<file path="config.mk">
export PLATFORM = sky130hd
export DESIGN_NAME = noc_mux2
export DESIGN_NICKNAME = d
export VERILOG_FILES = /design/src/rtl/noc_mux2.sv
export SDC_FILE = /design/constraint.sdc
export NUM_CORES = 1
export LEC_CHECK = 0
export CAP_MARGIN = 0
export CORE_ASPECT_RATIO = 0.75
export CORE_MARGIN = 10
export CORE_UTILIZATION = 34
export DETAILED_ROUTE_END_ITERATION = 12
export PLACE_DENSITY = 0.86
export SYNTH_ARGS = -nofsm -noshare
export SYNTH_HDL_FRONTEND = slang
export SYNTH_SLANG_ARGS = --single-unit
</file>
<file path="constraint.sdc">
create_clock -name clk -period 1.2 [get_ports clk]
set_input_delay 0.24 -clock clk [delete_from_list [all_inputs] [get_ports clk]]
set_output_delay 0.24 -clock clk [all_outputs]
set_load 0.03 [all_outputs]
</file>
<file path="src/rtl/noc_mux2.sv">
// 2-to-1 flit mux with one-hot select on sel[1:0]; outputs registered, 1-cycle latency.
// No backpressure or buffering: the selected stream is forwarded every cycle unconditionally.
module noc_mux2 #(
  parameter int DATA_W = 64,
  parameter int VCH_W  = 2,
  parameter int SEL_W  = 5
) (
  input  logic              clk,
  input  logic              rst_,
  input  logic [DATA_W-1:0] idata_0,
  input  logic              ivalid_0,
  input  logic [VCH_W-1:0]  ivch_0,
  input  logic [DATA_W-1:0] idata_1,
  input  logic              ivalid_1,
  input  logic [VCH_W-1:0]  ivch_1,
  input  logic [SEL_W-1:0]  sel,
  output logic [DATA_W-1:0] odata,
  output logic              ovalid,
  output logic [VCH_W-1:0]  ovch,
  output logic              oerr
);

  logic [DATA_W-1:0] data_d, data_q;
  logic              valid_d, valid_q;
  logic [VCH_W-1:0]  vch_d, vch_q;
  logic              err_d, err_q;

  // Only the two low select bits belong to this leaf; the rest address other router ports.
  generate
    if (SEL_W > 2) begin : g_sel_hi
      logic unused_sel_hi;
      assign unused_sel_hi = ^sel[SEL_W-1:2];
    end
  endgenerate

  always_comb begin
    data_d  = '0;
    valid_d = 1'b0;
    vch_d   = '0;
    err_d   = 1'b0;
    case (sel[1:0])
      2'b01: begin
        data_d  = idata_0;
        valid_d = ivalid_0;
        vch_d   = ivch_0;
      end
      2'b10: begin
        data_d  = idata_1;
        valid_d = ivalid_1;
        vch_d   = ivch_1;
      end
      // Both bits set: port 0 wins so the datapath stays deterministic, and the error is flagged.
      2'b11: begin
        data_d  = idata_0;
        valid_d = ivalid_0;
        vch_d   = ivch_0;
        err_d   = 1'b1;
      end
      default: begin
        data_d  = '0;
        valid_d = 1'b0;
        vch_d   = '0;
        err_d   = 1'b0;
      end
    endcase
  end

  always_ff @(posedge clk or negedge rst_) begin
    if (!rst_) begin
      data_q  <= '0;
      valid_q <= 1'b0;
      vch_q   <= '0;
      err_q   <= 1'b0;
    end else begin
      data_q  <= data_d;
      valid_q <= valid_d;
      vch_q   <= vch_d;
      err_q   <= err_d;
    end
  end

  assign odata  = data_q;
  assign ovalid = valid_q;
  assign ovch   = vch_q;
  assign oerr   = err_q;

endmodule

</file>
==> impl_metrics.env <==
export IMPL_internal_power_mw=4.059
export IMPL_htreeDepth=3
export IMPL_seq_area_frac_synth=0.7028
export IMPL_fillers=490
export IMPL_place_gp_congestion=0.7277
export IMPL_dp_cells=450
export IMPL_cp_end_kind="primary output"
export IMPL_start_util=0.3527
export IMPL_drv_cap=0
export IMPL_slowest_stage="dfrtp_1"
export IMPL_synth_seq_cells=68
export IMPL_place_ws_ns=-0.2014
export IMPL_cts_tree="yes"
export IMPL_grt_pass1_wl_um=14410
export IMPL_dieHeight_um=93.08
export IMPL_post_route_drc_count=0
export IMPL_drive_gt1_frac=0.2514
export IMPL_async_reset_ff_frac=1.000
export IMPL_max_freq_mhz=891.2
export IMPL_die_w_um=117.4
export IMPL_vias=2184
export IMPL_finalNonFillerCells=464
export IMPL_comb_power_share=0.260
export IMPL_clkPwrFrac=0.288
export IMPL_switching_share=0.2697
export IMPL_synth_area_leader_cell="dfrtp_1"
export IMPL_grt_util_all_layers=0.1708
export IMPL_multiInputGateArea_um2=610.6
export IMPL_insertedDiodeCount=0
export IMPL_grt_max_degree=64
export IMPL_synth_most_common_cell="dfrtp_1"
export IMPL_wl_per_cell_um=20.30
export IMPL_synth_nets=295
export IMPL_grt_pass1_vias=2429
export IMPL_leakagePower_nw=2.135
export IMPL_start_kind="flop"
export IMPL_p_per_area_nw_per_um2=1201
export IMPL_vdd_drop_max_mv=0.7705
export IMPL_antenna_found_initial=0
export IMPL_slowest_delay_ns=0.38
export IMPL_critPathArrivalTime_ns=0.88
export IMPL_pwr_share_seq=0.452
export IMPL_cts_buffers=9
export IMPL_worstPathMaxFanout=1
export IMPL_power_switching_mw=1.499
export IMPL_path_cells="buf_4"
export IMPL_synth_top_area_frac=0.7028
export IMPL_cts_root_buffer="clkbuf_8"
export IMPL_dr_first_iter_drc_count=86
export IMPL_worstHoldPathType="input pin to asynchronous set/reset pin"
export IMPL_cts_setup_buffers=0
export IMPL_cts_buffer_depth=2
export IMPL_cpLargestDelayFamily="flip-flops"
export IMPL_synth_warnings=0
export IMPL_status="finished clean"
export IMPL_areaGrowthSynthToFinish_pct=91.16
export IMPL_clock_sinks=68
export IMPL_synthTopCellsByCount="dfrtp_1 (68), a22o_1 (66), buf_6 (6), clkbuf_1 (5), buf_2 (3)"
export IMPL_io_buffers=205
export IMPL_grt_overflow=0
export IMPL_regArea_um2=1702
export IMPL_die_area_um2=10930
export IMPL_wirelength_um=9419
export IMPL_required_ns=0.96
export IMPL_vias_per_cell=4.707
export IMPL_worstMarginPinSlew_ns=0.3286
export IMPL_synth_edf_count=0
export IMPL_synth_cell_types=10
export IMPL_path_class="flop to primary output"
export IMPL_synthCells=154
export IMPL_drt_antenna_violating_nets=0
export IMPL_fin_nets=505
export IMPL_clk_pin_slew_ns=0.07
export IMPL_final_hold_viol_count=0
export IMPL_ys_flop_type="dfrtp_1"
export IMPL_ios=209
export IMPL_period_share=0.9351
export IMPL_dpl_hpwl_um=7628
export IMPL_core_area_um2=6864
export IMPL_finalSetupViolCount=0
export IMPL_syn_area_um2=2421
export IMPL_drt_first_pass_iters=4
export IMPL_num_rows=26
export IMPL_drv_slew=0
export IMPL_slew_headroom=0.7809
export IMPL_setup_ws_ns=0.07791
export IMPL_post_cts_resized=0
export IMPL_avgSynthCellArea_um2=15.72
export IMPL_rsz0062_at_grt="false"
export IMPL_period_minus_slack_ns=1.122
export IMPL_critPathBufInv=1
export IMPL_ys_top_cells_by_area="dfrtp_1 (70%), a22o_1 (24%), buf_6 (2.8%), clkbuf_1 (0.78%), buf_2 (0.62%)"
[cell usage in the layout, fill, tap and decap left out]
cell,netlist,layout
clkdlybuf4s50_1,0,135
buf_4,1,69
dfrtp_1,68,68
a22o_1,66,66
clkbuf_8,0,11
buf_12,0,7
nand2_1,2,2
buf_2,3,2
o21ai_0,1,1
nor2b_4,1,1
and2_1,1,1
clkinvlp_4,0,1
clkinv_2,0,1
dlygate4sd3_1,0,1
[power by group through the flow]
stage	Combinational, mW	Clock, mW	Sequential [mW]
3_3_place_gp	1.43	0	2.55
6_report	1.45	1.60	2.51
5_1_grt	1.53	1.76	2.53
2_1_floorplan	0.235	0	2.90
3_5_place_dp	1.46	0	2.56
4_1_cts	1.47	1.68	2.51
[path summary, 6_finish.rpt]
check,cells past startpoint,startpoint,end
hold / removal,2,rst_,ovch[0]
max in group asynchronous,3,rst_,odata[29]
setup / recovery,1,ovch[1],ovch[1]
min in group clk,4,sel[0],odata[56]
[sequential cells by signal, indices dropped and copies added, names as in the netlist]
signal  flops
odata      64
oerr        1
ovalid      1
ovch        2
[cells by family (layout without fill, tap and decap cells)]
kind of cell | count (synthesis) | in the layout | share of synthesized area
flops | 68 | 68 | 0.7028
buf+inv | 15 | 227 | 0.04496
compound gates | 67 | 67 | 0.2408
simple gates | 4 | 4 | 0.01137
[metal layers]
layer | vias to the layer above | track usage | wire length, um
met4 | 0 | 0.05717 | 146
met5 | - | 0 | 0
met1 | 1042 | 0.1790 | 3518
li1 | 1000 | - | -
met2 | 130 | 0.2935 | 4771
met3 | 12 | 0.08829 | 983
[area by class of cell]
class | instances | area share
sequential | 68 | 0.3677
tap | 98 | 0.02649
clock buffer | 11 | 0.03271
clock inverter | 2 | 0.002703
multi-input combinational | 71 | 0.1319
timing repair buffer | 214 | 0.4385
[stage by stage]
step	utilization	setup TNS, ns	total power [mW]	area [um2]	hold slack, ns
floorplan	-	0	3.130	2421	-0.05559
global route	0.6743	0	5.808	4628	0.2712
finish	0.6743	0	5.558	4628	0.2791
detailed placement	0.6489	-11.03	4.018	4454	0.07932
CTS	0.6743	0	5.655	4628	0.2479
global placement	0.6489	-10.09	3.981	4454	0.07685
[what timing repair did]
item | CTS | global route
setup endpoints to repair | 0 | 0
hold buffers | 1 | 0
endpoints found under the hold margin | 5 | 0
(Power assumes the default switching activity.)
